===== src/rtl/pipe_ctrl.sv =====
`default_nettype none
// ============================================================================
// Module   : pipe_ctrl
// Purpose  : Hazard/exception controller for a five-stage pipeline.
//            Generates stall/bubble/set_cc controls, tracks a RUN/DRAIN/
//            HALTED state, and keeps saturating cycle and retire counters.
// Revision : 1.0 - initial release
// ============================================================================
module pipe_ctrl #(
  parameter int CNT_W = 32
) (
  input  logic             clk,
  input  logic             reset,
  input  logic [3:0]       D_icode,
  input  logic [3:0]       d_srcA,
  input  logic [3:0]       d_srcB,
  input  logic [3:0]       E_icode,
  input  logic [3:0]       E_dstM,
  input  logic             e_Cnd,
  input  logic [3:0]       M_icode,
  input  logic [2:0]       m_stat,
  input  logic [2:0]       W_stat,
  input  logic [3:0]       W_icode,
  output logic             F_stall,
  output logic             D_stall,
  output logic             D_bubble,
  output logic             E_bubble,
  output logic             M_bubble,
  output logic             W_stall,
  output logic             set_cc,
  output logic [1:0]       pstate,
  output logic             halted,
  output logic [2:0]       halt_code,
  output logic [CNT_W-1:0] cycle_cnt,
  output logic [CNT_W-1:0] retire_cnt
);

  localparam logic [3:0] I_HALT   = 4'd0;
  localparam logic [3:0] I_NOP    = 4'd1;
  localparam logic [3:0] I_MRMOVQ = 4'd5;
  localparam logic [3:0] I_OPQ    = 4'd6;
  localparam logic [3:0] I_JXX    = 4'd7;
  localparam logic [3:0] I_RET    = 4'd9;
  localparam logic [3:0] I_POPQ   = 4'd11;
  localparam logic [3:0] RNONE    = 4'd15;
  localparam logic [2:0] S_AOK    = 3'd1;
  localparam logic [2:0] S_ADR    = 3'd2;
  localparam logic [2:0] S_INS    = 3'd3;
  localparam logic [2:0] S_HLT    = 3'd4;

  typedef enum logic [1:0] {
    RUN     = 2'd0,
    DRAIN   = 2'd1,
    HALTED  = 2'd2,
    ILLEGAL = 2'd3
  } state_t;

  state_t state;

  function automatic logic exc(input logic [2:0] s);
    return (s == S_ADR) || (s == S_INS) || (s == S_HLT);
  endfunction

  logic loaduse, retp, mispred, m_exc, w_exc;

  assign loaduse = ((E_icode == I_MRMOVQ) || (E_icode == I_POPQ)) &&
                   (E_dstM != RNONE) &&
                   ((E_dstM == d_srcA) || (E_dstM == d_srcB));
  assign retp    = (D_icode == I_RET) || (E_icode == I_RET) || (M_icode == I_RET);
  assign mispred = (E_icode == I_JXX) && !e_Cnd;
  assign m_exc   = exc(m_stat);
  assign w_exc   = exc(W_stat);

  // Pipeline register controls; HALTED freezes fetch/decode/writeback.
  always_comb begin
    F_stall  = loaduse | retp;
    D_stall  = loaduse;
    D_bubble = mispred | (retp & ~loaduse);
    E_bubble = mispred | loaduse;
    M_bubble = m_exc | w_exc;
    W_stall  = w_exc;
    set_cc   = (E_icode == I_OPQ) & ~m_exc & ~w_exc & (state == RUN);
    if (state == HALTED) begin
      F_stall  = 1'b1;
      D_stall  = 1'b1;
      D_bubble = 1'b0;
      E_bubble = 1'b0;
      M_bubble = 1'b0;
      W_stall  = 1'b1;
      set_cc   = 1'b0;
    end
  end

  // Controller state machine with registered halted flag and halt status.
  always_ff @(posedge clk) begin
    if (reset) begin
      state     <= RUN;
      halted    <= 1'b0;
      halt_code <= S_AOK;
    end else begin
      case (state)
        RUN: begin
          if (w_exc) begin
            state     <= HALTED;
            halted    <= 1'b1;
            halt_code <= W_stat;
          end else if (m_exc) begin
            state <= DRAIN;
          end
        end
        DRAIN: begin
          if (w_exc) begin
            state     <= HALTED;
            halted    <= 1'b1;
            halt_code <= W_stat;
          end
        end
        HALTED: begin
          state  <= HALTED;
          halted <= 1'b1;
        end
        default: begin
          state  <= RUN;
          halted <= 1'b0;
        end
      endcase
    end
  end

  assign pstate = state;

  // Saturating cycle and retire counters, frozen while halted.
  always_ff @(posedge clk) begin
    if (reset) begin
      cycle_cnt  <= '0;
      retire_cnt <= '0;
    end else if (state != HALTED) begin
      if (cycle_cnt != '1)
        cycle_cnt <= cycle_cnt + CNT_W'(1);
      if ((W_stat == S_AOK) && (W_icode != I_NOP) && (W_icode != I_HALT) &&
          !W_stall && (retire_cnt != '1))
        retire_cnt <= retire_cnt + CNT_W'(1);
    end
  end

endmodule
`default_nettype wire


===== config.mk =====
export PLATFORM = sky130hd
export DESIGN_NAME = pipe_ctrl
export DESIGN_NICKNAME = d
export VERILOG_FILES = /design/src/rtl/pipe_ctrl.sv
export SDC_FILE = /design/constraint.sdc
export NUM_CORES = 1
export LEC_CHECK = 0
export CAP_MARGIN = 20
export CELL_PAD_IN_SITES_DETAIL_PLACEMENT = 2
export CELL_PAD_IN_SITES_GLOBAL_PLACEMENT = 2
export CORE_MARGIN = 4
export CORE_UTILIZATION = 29
export DETAILED_ROUTE_END_ITERATION = 16
export PLACE_DENSITY_LB_ADDON = 0.1
export SKIP_CTS_REPAIR_TIMING = 1
export SLEW_MARGIN = 0
export SYNTH_ARGS = -nofsm -noshare
export SYNTH_HDL_FRONTEND = slang
export SYNTH_SLANG_ARGS = --single-unit
export TNS_END_PERCENT = 30

===== constraint.sdc =====
create_clock -name clk -period 5.4 [get_ports clk]
set_input_delay 1.08 -clock clk [delete_from_list [all_inputs] [get_ports clk]]
set_output_delay 1.08 -clock clk [all_outputs]
set_load 0.1 [all_outputs]

# Word-level counts from Yosys, hierarchy flattened
# Cells that the tools add are included.
[totals]
reg_bits = 70
input_bits = 37
wordCells = 81
[classes]
add_sub_neg = 2
n_eq_ne = 26
muxes = 13
bitwise_logic = 11
n_reduce_logical = 24
[op_table]
columns = ["op", "n"]
rows = [
  ["adder 32 x 1 -> 32 bit, second input constant", 2],
  ["!= test 32 bit, second input constant", 2],
  ["== test 4 bit, second input constant", 4],
  ["== test 3 x 2 -> 1 bit, second input constant", 4],
  ["== test 4 x 3 -> 1 bit, second input constant", 3],
  ["== test 4 bit", 2],
  ["logical OR 1 bit", 8],
  ["2-to-1 mux 1 bit", 8],
  ["AND reduction 2 bit", 4],
  ["logical AND 1 bit", 7],
  ["== test 3 bit, second input constant", 2],
  ["2-to-1 mux 2 bit", 3],
  ["case mux 2 bit (3 select lines)", 1],
  ["bitwise AND 1 bit", 4],
  ["!= test 2 bit, second input constant", 2],
  ["!= test 4 x 1 -> 1 bit, second input constant", 1],
  ["!= test 4 bit, second input constant", 1],
  ["bitwise OR 1 bit", 4],
  ["nonzero test 4 bit", 1],
  ["== test 3 x 1 -> 1 bit, second input constant", 1],
  ["!= test 3 bit, second input constant", 1],
  ["inverter 1 bit", 3],
  ["== test 2 x 1 -> 1 bit, second input constant", 1],
  ["== test 2 bit, second input constant", 1],
  ["other kinds (5)", 6],
]

# Longest topological paths before layout
# Gate-level depths: netlist (run 1).
[logic_depth]
depth_word = 8
ltp_mapped = 9
ltp_nobuf = 7

# Least setup slack after synthesis (run 1)
# No wires, ideal clock.
[synth_timing]
kind = "reg-to-output"
startpoint = "register state[0] (netlist: pstate[0])"
endpoint = "output port D_bubble"
arrival_ns = 4.421
slack_ns = -0.101
path_stages_with_launch = 7
path_buffers = 1
path_cell_list = "dfxtp_1 > inv_1 > ha_1 > clkbuf_1 > nor2_1 > inv_1 > o21ai_0"
[synth_via]
elab_chain_len = 2
[synth_lines]
columns = ["item", "line", "source"]
rows = [
  ["from (decl)", "58", "state_t state;"],
  ["from (signal assigned)", "97", "state <= RUN;"],
  ["from (signal assigned)", "104", "state <= HALTED;"],
  ["from (signal assigned)", "108", "state <= DRAIN;"],
  ["== test 2 bit", "83", "if (state == HALTED) begin"],
  ["2-to-1 mux 1 bit", "83", ""],
  ["to (decl)", "26", "output logic D_bubble,"],
]
# Every way passes these cells.

# Worst setup path after layout (run 1)
[layout_timing]
startpoint = "input port W_stat[2]"
endpoint = "output port W_stall"
[layout_via]
elab_chain_len = 4
[layout_lines]
columns = ["item", "line", "source"]
rows = [
  ["from (decl)", "22", "input logic [2:0] W_stat,"],
  ["== test 3 x 2 -> 1 bit", "61", "return (s == S_ADR) || (s == S_INS) || (s == S_HLT);"],
  ["logical OR 1 bit", "61", ""],
  ["logical OR 1 bit *", "61", ""],
  ["2-to-1 mux 1 bit *", "83", ""],
  ["to (decl)", "29", "output logic W_stall,"],
]
# Every way passes the cells marked *; elsewhere a longest branch is shown, timed or not.

==> impl_table.tex, run 1 <==
\begin{tabular}{lr}
\hline
Metric & Value \\
\hline
\multicolumn{2}{l}{\textbf{CTS}} \\
\quad H-Tree Depth & 3 \\
\quad Worst skew pair latency & 0.34 ns \\
\quad Buffer cell driving the clock tree root & clkbuf\_16 \\
\quad Clock tree from TritonCTS & yes \\
\quad Clock tree sinks & 70 \\
\quad CTS Buf Count & 9 \\
\quad Maximum number of buffers from clock root to sink & 2 \\
\quad Clock transition at the registers of the reported paths & 0.05 ns \\
\multicolumn{2}{l}{\textbf{Critical path}} \\
\quad Endpoint type of the worst setup path & primary output \\
\quad Classification of the worst setup path & primary input to primary output \\
\quad Startpoint of the worst-slack reg-to-reg timing path & pstate[0] \\
\quad Cells traversed along the worst timing path & clkdlybuf4s50\_1, mux2i\_1, nand2b\_1, clkdlybuf4s50\_1 \\
\quad Data required time of the critical path & 4.32 ns \\
\quad Worst reg-to-reg setup slack & 2.57 ns \\
\quad CP Launch Type & primary input \\
\quad Kind of cell adding the most delay to the critical path & buffers and inverters \\
\quad Capture instance of the worst register-to-register path & retire\_cnt[22] \\
\quad Critical Path Slowest Stage Cell & clkdlybuf4s50\_1 \\
\quad Maximum fanout along the worst path & 6 \\
\quad Slowest cell delay on critical path & 0.99 ns \\
\quad Critical path arrival & 3.26 ns \\
\quad WP buf/inv & 2 \\
\quad Crit-path most repeated cell & clkdlybuf4s50\_1 \\
\quad Number of cell instances on the worst register-to-register path & 7 \\
\multicolumn{2}{l}{\textbf{Timing}} \\
\quad Maximum achievable frequency & 0.231 GHz \\
\quad Endpoints failing setup & 0 \\
\quad Final Max Slew Viols & 0 \\
\quad Number of hold violations in the final report & 0 \\
\quad Fin crit period & 4.34 ns \\
\quad Final clock skew & 0.00740 ns \\
\quad Setup repair after global routing missed its margin & no \\
\quad Final period util & 0.803 \\
\quad Worst Max-Slew Pin Slew & 1.01 ns \\
\quad Headroom to the max-slew limit & 0.319 \\
\quad Post-route setup TNS & 0 ns \\
\multicolumn{2}{l}{\textbf{Die}} \\
\quad Number of rows in the core area & 41 \\
\quad Core Box Area & 12800 µm² \\
\quad Top-level I/O count & 114 \\
\quad Die X & 123 µm \\
\quad Die Y-Extent & 123 µm \\
\quad Total die area & 15100 µm² \\
\quad Initial Utilization & 0.299 \\
\multicolumn{2}{l}{\textbf{Final layout}} \\
\quad Final net count & 611 \\
\quad Antenna Cells & 0 \\
\quad Proportion of layout cells with a drive suffix above 1 & 0.0753 \\
\quad Final standard cell area without fillers & 5370 µm² \\
\quad Area growth, synth to finish & 40.4\% \\
\quad Total of fill cells in the finished design & 1431 \\
\multicolumn{2}{l}{\textbf{Place}} \\
\quad Port Buf Inserts & 112 \\
\quad Half-perimeter wire length after detailed placement & 10000 µm \\
\quad Final weighted congestion in routability-driven placement & 0.752 \\
\quad Total cell area at the placement stage & 5050 µm² \\
\multicolumn{2}{l}{\textbf{Global routing}} \\
\quad Maximum number of pins on one net before global-route repair & 49 \\
\quad Via count of the first global-routing pass & 4252 \\
\quad GRT Overall Usage & 0.185 \\
\quad Initial antenna violation count & 0 \\
\quad Highest-utilization routing layer at the global route stage & met2 \\
\quad Remaining global-route overflow & 0 \\
\quad Global-route track usage on met3 & 0.0406 \\
\quad GR met2 Demand/Resource & 0.330 \\
\quad Global routing usage on met1 & 0.216 \\
\quad Wire length of the first global-routing pass & 22000 µm \\
\multicolumn{2}{l}{\textbf{Yosys}} \\
\quad Synthesized area & 3820 µm² \\
\quad Cell type contributing the most total cell area after synthesis & dfxtp\_1 \\
\quad Number of distinct standard cells referenced by the synthesized netlist & 50 \\
\quad Part of the Yosys area used for sequential elements & 0.367 \\
\quad Post-synth EDFFs & 0 \\
\quad Synthesized area divided by synthesized cell count & 8.27 µm² \\
\quad Main area contributors after synthesis & dfxtp\_1 (37\%), a21oi\_1 (7.3\%), or4\_1 (4.9\%) \\
\quad Most common cell in the synthesized netlist & dfxtp\_1 \\
\quad Most numerous cell types in the synthesized netlist & dfxtp\_1 (70), a21oi\_1 (56), nand2\_1 (28), nor2\_1 (27), or3\_1 (27) \\
\quad Commonest register cell after synthesis & dfxtp\_1 \\
\quad Yosys top cell area share & 0.367 \\
\quad Ys Warns & 0 \\
\quad Number of instances in the synthesized netlist & 462 \\
\quad Post-Synthesis Net Count & 506 \\
\quad Async set-or-reset flop fraction in the synthesized netlist & 0 \\
\quad Post-synthesis sequential element count & 70 \\
\multicolumn{2}{l}{\textbf{Route}} \\
\quad Antenna Violating Nets Remaining & 0 \\
\quad Detailed-route DRC error count & 0 \\
\quad DR vias/cell & 5.50 \\
\quad Initial drt markers & 154 \\
\quad Wire length reported by the detailed router & 13700 µm \\
\quad Iteration count of the initial detailed-routing pass & 4 \\
\quad Drt wl/cell & 18.4 µm \\
\quad Via count & 4083 \\
\multicolumn{2}{l}{\textbf{Power}} \\
\quad Total design power & 1.64 mW \\
\quad Ratio of total power to cell area & 305 nW/µm² \\
\quad Worst vdd ir & 0.000129 V \\
\quad Leakage & 1.64 nW \\
\multicolumn{2}{l}{\textbf{Status}} \\
\quad Outcome & finished clean \\
\multicolumn{2}{l}{\textbf{Min path}} \\
\quad Min-Delay Endpoint & retire\_cnt[15] \\
\quad Min-delay worst type & flip-flop to flip-flop \\
\quad Hold path startpoint & retire\_cnt[15] \\
\quad Number of instances on the worst hold path & 2 \\
\multicolumn{2}{l}{\textbf{Flow run}} \\
\quad Number of max-capacitance violations reported & 0 \\
\hline
\end{tabular}
## metrics by stage
stage	utilization	worst slack, ns	hold WS [ns]	instances
after floorplan	-	0.257	0.925	462
after global placement	0.395	1.13	0.477	727
after detailed placement	0.395	1.05	0.494	727
after CTS	0.420	1.05	0.504	742
after global routing	0.420	0.923	0.535	743
final	0.420	1.06	0.499	743
## tightest hold or removal path: stages (launching register included)
cell and delay [ns]:
dfxtp_1 0.33, o31ai_1 0.07, a21oi_1 0.06
## routing by layer
layer | routed length, µm | part of all wire
met1 | 5910 | 0.43
met2 | 6910 | 0.51
met3 | 603 | 0.044
met4 | 233 | 0.017
met5 | 0 | 0
## cells in the final DEF, fill, tap and decap left out, types with 5 or more instances in the layout
cell type / count
clkdlybuf4s50_1: 105
dfxtp_1: 70
a21oi_1: 56
nand2_1: 28
nor2_1: 27
or3_1: 27
o21ai_0: 25
or4_1: 25
o31ai_1: 23
nand4_1: 20
nand3_1: 20
xnor2_1: 15
inv_1: 11
clkbuf_16: 9
and4_1: 8
buf_4: 8
nor3_1: 7
o21ai_1: 7
ha_1: 7
a211oi_1: 5
## area by class of cell
type,count,area [µm²],area share
clock buffers,12,267,0.0497
clock inverters,3,42.5,0.00793
well taps,172,215,0.0401
inverters,11,41.3,0.00769
multi-input cells,361,2280,0.426
repair buffers,114,1120,0.208
flip-flops and latches,70,1400,0.261
## power breakdown
part / switching [mW] / total, mW / internal, mW
logic: 0.328 / 0.453 / 0.125
clock network: 0.234 / 0.626 / 0.392
registers: 0.0238 / 0.560 / 0.536
total: 0.586 / 1.64 / 1.05
## state kept, by name, indices dropped and copies added (netlist names)
name and flops:
cycle_cnt 32, retire_cnt 32, pstate 2, halted 1, halt_code 3
## worst max path at each step
stage,start,cells after the start,to,slack [ns]
CTS,W_stat[2],4,W_stall,1.05
global route,W_stat[2],4,W_stall,0.92
finish,W_stat[2],4,W_stall,1.06
floorplan,pstate[0],6,set_cc,0.26
global placement,W_stat[2],4,W_stall,1.13
detailed placement,W_stat[2],4,W_stall,1.05
## cell families (layout without fill, tap and decap cells)
logic type | after synthesis | count (layout) | share of synthesized area
adder cells (fa/ha/maj) | 7 | 7 | 0.0229
flip-flops | 70 | 70 | 0.367
AND/OR/NAND/NOR | 203 | 203 | 0.322
buffers and inverters | 31 | 140 | 0.0370
multiplexers | 5 | 5 | 0.0134
AO/OA/AOI/OAI | 129 | 129 | 0.199
XOR/XNOR | 17 | 17 | 0.0390
Note: power is estimated with default switching activity, not from simulation.
==> run 2: changes to the inputs <==
CORE_UTILIZATION = 27   (was 29)
clock period = 4 ns   (was 5.4 ns; I/O delays follow)
==> impl_table.tex, run 2 (same netlist as run 1, synthesis figures left out) <==
\begin{tabular}{lr}
\hline
Metric & Value \\
\hline
\multicolumn{2}{l}{\textbf{Global routing}} \\
\quad Remaining global-route overflow & 0 \\
\quad Maximum number of pins on one net before global-route repair & 37 \\
\quad Via count of the first global-routing pass & 4383 \\
\quad Initial antenna violation count & 0 \\
\quad GRT Overall Usage & 0.166 \\
\quad Wire length of the first global-routing pass & 22100 µm \\
\multicolumn{2}{l}{\textbf{Place}} \\
\quad Port Buf Inserts & 112 \\
\quad Total cell area at the placement stage & 5110 µm² \\
\quad Post-Place Cells & 738 \\
\quad Final weighted congestion in routability-driven placement & 0.736 \\
\quad Setup slack at placement & 0.791 ns \\
\quad Half-perimeter wire length after detailed placement & 9620 µm \\
\multicolumn{2}{l}{\textbf{CTS}} \\
\quad Worst skew pair latency & 0.34 ns \\
\quad CTS Buf Count & 9 \\
\quad Clock tree from TritonCTS & yes \\
\quad H-Tree Depth & 3 \\
\quad Clock transition at the registers of the reported paths & 0.06 ns \\
\quad Maximum number of buffers from clock root to sink & 2 \\
\quad Buffer cell driving the clock tree root & clkbuf\_16 \\
\quad Clock tree sinks & 70 \\
\multicolumn{2}{l}{\textbf{Final layout}} \\
\quad Commonest cells after routing, fill and taps aside & clkdlybuf4s50\_1 (104), dfxtp\_1 (70), a21oi\_1 (56), nand2\_1 (28) \\
\quad Final net count & 613 \\
\quad Final std cells w/o fill & 754 \\
\quad Final core utilization & 0.394 \\
\quad Proportion of layout cells with a drive suffix above 1 & 0.0801 \\
\quad Biggest registers after layout & cycle\_cnt (32), retire\_cnt (32), halt\_code (3) \\
\quad Area growth, synth to finish & 43.1\% \\
\quad Most common cell after layout, fill and taps aside & clkdlybuf4s50\_1 \\
\quad Antenna Cells & 0 \\
\quad Final standard cell area without fillers & 5470 µm² \\
\multicolumn{2}{l}{\textbf{Die}} \\
\quad Total die area & 16100 µm² \\
\quad Die X & 127 µm \\
\quad Die Y-Extent & 127 µm \\
\quad Number of rows in the core area & 43 \\
\quad Initial Utilization & 0.275 \\
\quad Core Box Area & 13900 µm² \\
\quad Top-level I/O count & 114 \\
\multicolumn{2}{l}{\textbf{Power}} \\
\quad Worst vdd ir & 0.000187 V \\
\quad Ratio of total power to cell area & 426 nW/µm² \\
\quad Leakage & 1.68 nW \\
\multicolumn{2}{l}{\textbf{Route}} \\
\quad Initial drt markers & 123 \\
\quad Iteration count of the initial detailed-routing pass & 4 \\
\quad Detailed-route DRC error count & 0 \\
\quad Wire length reported by the detailed router & 13000 µm \\
\quad Drt wl/cell & 17.2 µm \\
\quad DR vias/cell & 5.35 \\
\quad Via count & 4032 \\
\quad Antenna Violating Nets Remaining & 0 \\
\multicolumn{2}{l}{\textbf{Critical path}} \\
\quad Classification of the worst setup path & primary input to primary output \\
\quad Cells traversed along the worst timing path & clkdlybuf4s50\_1, and3b\_1, o211ai\_1, a21oi\_1, nor2\_1, inv\_1, o21ai\_1, buf\_12 \\
\quad Endpoint type of the worst setup path & primary output \\
\quad Slowest cell delay on critical path & 0.51 ns \\
\quad Critical Path Slowest Stage Cell & clkdlybuf4s50\_1 \\
\quad Data required time of the critical path & 3.20 ns \\
\quad CP Launch Type & primary input \\
\quad Kind of cell adding the most delay to the critical path & buffers and inverters \\
\quad Maximum fanout along the worst path & 4 \\
\quad WP buf/inv & 3 \\
\quad Critical path arrival & 2.42 ns \\
\multicolumn{2}{l}{\textbf{Status}} \\
\quad Outcome & finished clean \\
\multicolumn{2}{l}{\textbf{Timing}} \\
\quad Post-route setup TNS & 0 ns \\
\quad Final Max Slew Viols & 0 \\
\quad Final period util & 0.805 \\
\quad Fin crit period & 3.22 ns \\
\quad Endpoints failing setup & 0 \\
\quad Final clock skew & 0.00874 ns \\
\quad Worst path setup slack after routing & 0.779 ns \\
\quad Worst Max-Slew Pin Slew & 1.01 ns \\
\quad Number of hold violations in the final report & 0 \\
\quad Setup repair after global routing missed its margin & no \\
\quad Headroom to the max-slew limit & 0.324 \\
\quad Maximum achievable frequency & 0.310 GHz \\
\multicolumn{2}{l}{\textbf{Flow run}} \\
\quad Number of max-capacitance violations reported & 0 \\
\multicolumn{2}{l}{\textbf{Min path}} \\
\quad Min-delay worst type & flip-flop to flip-flop \\
\hline
\end{tabular}
## run 2: final cells by class
cell class | instances | area, µm²
Fill cell | 1557 | 8410
Multi-Input combinational cell | 361 | 2300
Sequential cell | 70 | 1400
Timing Repair Buffer | 116 | 1150
Clock buffer | 13 | 260
Tap cell | 180 | 225
Clock inverter | 3 | 90.1
Inverter | 11 | 41.3
## run 2: stage by stage
stage,total power [mW],hold WS [ns]
floorplan,1.22,0.896
global placement,1.39,0.478
detailed placement,1.40,0.496
CTS,2.37,0.505
global route,2.44,0.540
finish,2.33,0.502
## run 2: power breakdown
| group | internal (mW) | total [mW] | switching (mW) | leakage (nW) |
|---|---|---|---|---|
| clock network | 0.644 | 0.949 | 0.305 | 0.170 |
| logic | 0.173 | 0.619 | 0.446 | 0.947 |
| registers | 0.724 | 0.759 | 0.0351 | 0.566 |
| total | 1.54 | 2.33 | 0.787 | 1.68 |
## run 2: final timing paths
path | slack, ns | cells after the start | end | from
worst max-delay path | 0.78 | 8 | D_bubble | E_icode[2]
worst min-delay path | 0.50 | 2 | halt_code[2] | halt_code[2]
worst max register to register | 1.29 | 7 | retire_cnt[30] | pstate[0]
worst min register to register | 0.50 | 2 | halt_code[2] | halt_code[2]
## run 2: per-layer routing
metal  vias to the layer above  routed length [µm]  track usage
met5                         -                   0            0
met2                        59                6730        0.300
met1                      1983                5650        0.194
met3                        11                 484       0.0408
li1                       1979                   -            -
met4                         0                 132       0.0454
## run 2: tightest hold or removal path, delay by kind of cell, from the launching register on
family,cells,cell delay (ns)
flops,1,0.32
mux,1,0.06
simple gates,1,0.08
==> run 3: changes to the inputs <==
clock period = 3 ns   (was 4 ns; I/O delays follow)
==> impl_table.tex, run 3 (same netlist as run 1, synthesis figures left out) <==
\begin{tabular}{lr}
\hline
Metric & Value \\
\hline
\multicolumn{2}{l}{\textbf{Die}} \\
\quad Top-level I/O count & 114 \\
\quad Initial Utilization & 0.275 \\
\quad Core Box Area & 13900 µm² \\
\quad Die X & 127 µm \\
\quad Total die area & 16100 µm² \\
\quad Die Y-Extent & 127 µm \\
\quad Number of rows in the core area & 43 \\
\multicolumn{2}{l}{\textbf{Route}} \\
\quad Met2 Wirelength & 6960 µm \\
\quad Antenna Violating Nets Remaining & 0 \\
\quad Via count & 4139 \\
\quad Top Metal Used & met4 \\
\quad Drt wl/cell & 18.0 µm \\
\quad Detailed-route DRC error count & 0 \\
\quad Met3 routed WL & 646 µm \\
\quad DR vias/cell & 5.42 \\
\quad Post-Route M1 WL & 5920 µm \\
\quad Iteration count of the initial detailed-routing pass & 4 \\
\quad Wire length reported by the detailed router & 13700 µm \\
\quad Initial drt markers & 153 \\
\multicolumn{2}{l}{\textbf{Critical path}} \\
\quad Data required time of the critical path & 2.40 ns \\
\quad Number of cell instances on the worst register-to-register path & 7 \\
\quad Critical Path Slowest Stage Cell & clkdlybuf4s50\_1 \\
\quad Startpoint of the worst-slack reg-to-reg timing path & cycle\_cnt[0] \\
\quad Capture instance of the worst register-to-register path & cycle\_cnt[15] \\
\quad Slowest cell delay on critical path & 0.52 ns \\
\quad Critical path arrival & 2.27 ns \\
\quad Classification of the worst setup path & primary input to primary output \\
\quad Cells traversed along the worst timing path & clkdlybuf4s50\_1, and3b\_1, o211ai\_1, a21oi\_1, nor2\_4, clkinvlp\_4, o21ai\_4, buf\_12 \\
\quad CP Launch Type & primary input \\
\quad WP buf/inv & 3 \\
\quad Kind of cell adding the most delay to the critical path & buffers and inverters \\
\quad Maximum fanout along the worst path & 4 \\
\quad Endpoint type of the worst setup path & primary output \\
\quad Worst reg-to-reg setup slack & 0.58 ns \\
\multicolumn{2}{l}{\textbf{Final layout}} \\
\quad Multi-input logic area & 2320 µm² \\
\quad Commonest cells after routing, fill and taps aside & buf\_4 (83), dfxtp\_1 (68), a21oi\_1 (55), clkdlybuf4s50\_1 (34), nand2\_1 (28) \\
\quad Final core utilization & 0.389 \\
\quad Final net count & 624 \\
\quad Biggest registers after layout & cycle\_cnt (32), retire\_cnt (32), halt\_code (3) \\
\quad Proportion of layout cells with a drive suffix above 1 & 0.226 \\
\quad Total of fill cells in the finished design & 1572 \\
\quad Final standard cell area without fillers & 5400 µm² \\
\quad Area growth, synth to finish & 41.4\% \\
\quad Flip-flop and latch area & 1410 µm² \\
\quad Antenna Cells & 0 \\
\quad Most common cell after layout, fill and taps aside & buf\_4 \\
\multicolumn{2}{l}{\textbf{Power}} \\
\quad Ratio of total power to cell area & 536 nW/µm² \\
\quad Worst vdd ir & 0.000306 V \\
\quad Leakage & 1.86 nW \\
\multicolumn{2}{l}{\textbf{Global routing}} \\
\quad GRT Overall Usage & 0.172 \\
\quad Initial antenna violation count & 0 \\
\quad Via count of the first global-routing pass & 4459 \\
\quad Wire length of the first global-routing pass & 22800 µm \\
\quad Remaining global-route overflow & 0 \\
\quad Maximum number of pins on one net before global-route repair & 39 \\
\multicolumn{2}{l}{\textbf{CTS}} \\
\quad H-Tree Depth & 3 \\
\quad Maximum number of buffers from clock root to sink & 2 \\
\quad Buffer cell driving the clock tree root & clkbuf\_16 \\
\quad Worst skew pair latency & 0.34 ns \\
\quad Clock tree sinks & 70 \\
\quad CTS Buf Count & 9 \\
\quad Clock transition at the registers of the reported paths & 0.05 ns \\
\quad Clock tree from TritonCTS & yes \\
\multicolumn{2}{l}{\textbf{Min path}} \\
\quad Hold path startpoint & halt\_code[2] \\
\quad Number of instances on the worst hold path & 2 \\
\quad Min-Delay Endpoint & halt\_code[2] \\
\quad Min-delay worst type & flip-flop to flip-flop \\
\multicolumn{2}{l}{\textbf{Timing}} \\
\quad Maximum achievable frequency & 0.349 GHz \\
\quad Final clock skew & 0.00733 ns \\
\quad Post-route setup TNS & 0 ns \\
\quad Number of hold violations in the final report & 0 \\
\quad Final Max Slew Viols & 0 \\
\quad Endpoints failing setup & 0 \\
\quad Fin crit period & 2.87 ns \\
\quad Worst path setup slack after routing & 0.135 ns \\
\quad Final period util & 0.955 \\
\quad Worst Max-Slew Pin Slew & 0.767 ns \\
\quad Setup repair after global routing missed its margin & no \\
\quad Headroom to the max-slew limit & 0.484 \\
\multicolumn{2}{l}{\textbf{Place}} \\
\quad Port Buf Inserts & 112 \\
\quad Final weighted congestion in routability-driven placement & 0.789 \\
\quad Setup slack at placement & 0.126 ns \\
\quad Half-perimeter wire length after detailed placement & 10100 µm \\
\quad Total cell area at the placement stage & 5150 µm² \\
\multicolumn{2}{l}{\textbf{Status}} \\
\quad Outcome & finished clean \\
\multicolumn{2}{l}{\textbf{Flow run}} \\
\quad Number of max-capacitance violations reported & 0 \\
\hline
\end{tabular}
run 3: routing by layer:
layer / vias to the layer above / track usage
met5: - / 0
met1: 2044 / 0.204
met2: 91 / 0.308
met3: 13 / 0.0425
met4: 0 / 0.0467
li1: 1991 / -
run 3: where the power goes:
group	internal [mW]	leakage (nW)	switching (mW)
Sequential	0.969	0.567	0.0439
Combinational	0.286	1.17	0.628
Clock	0.571	0.128	0.400
Total	1.83	1.86	1.07
run 3: worst max-delay path by stage:
stage               start        to  slack, ns  cells past startpoint
6_report       E_icode[2]  D_bubble       0.13                      8
5_1_grt        E_icode[2]  D_bubble       0.04                      8
4_1_cts        E_icode[2]  D_bubble       0.12                      8
3_5_place_dp   E_icode[2]  D_bubble       0.13                      8
3_3_place_gp   E_icode[2]  D_bubble       0.16                      8
2_1_floorplan   pstate[0]  D_bubble       0.02                      6
run 3: area by class of cell:
| cell class | count | area share |
|---|---|---|
| timing repair buffer | 127 | 0.213 |
| sequential | 70 | 0.260 |
| inverter | 11 | 0.00834 |
| tap | 180 | 0.0417 |
| clock inverter | 2 | 0.00185 |
| multi-input combinational | 361 | 0.430 |
| clock buffer | 12 | 0.0456 |
run 3: tightest hold or removal path, delay by kind of cell (launching register included):
family / cells / cell delay (ns)
DFF: 1 / 0.33
muxes: 1 / 0.07
and+or+nand+nor: 1 / 0.07
run 3: per-stage QoR:
step                total power, mW  std cells  hold slack (ns)
CTS                            2.95        763            0.501
floorplan                      1.65        462            0.619
global route                   3.04        763            0.527
global placement               1.93        748            0.478
finish                         2.90        763            0.496
detailed placement             1.95        749            0.490
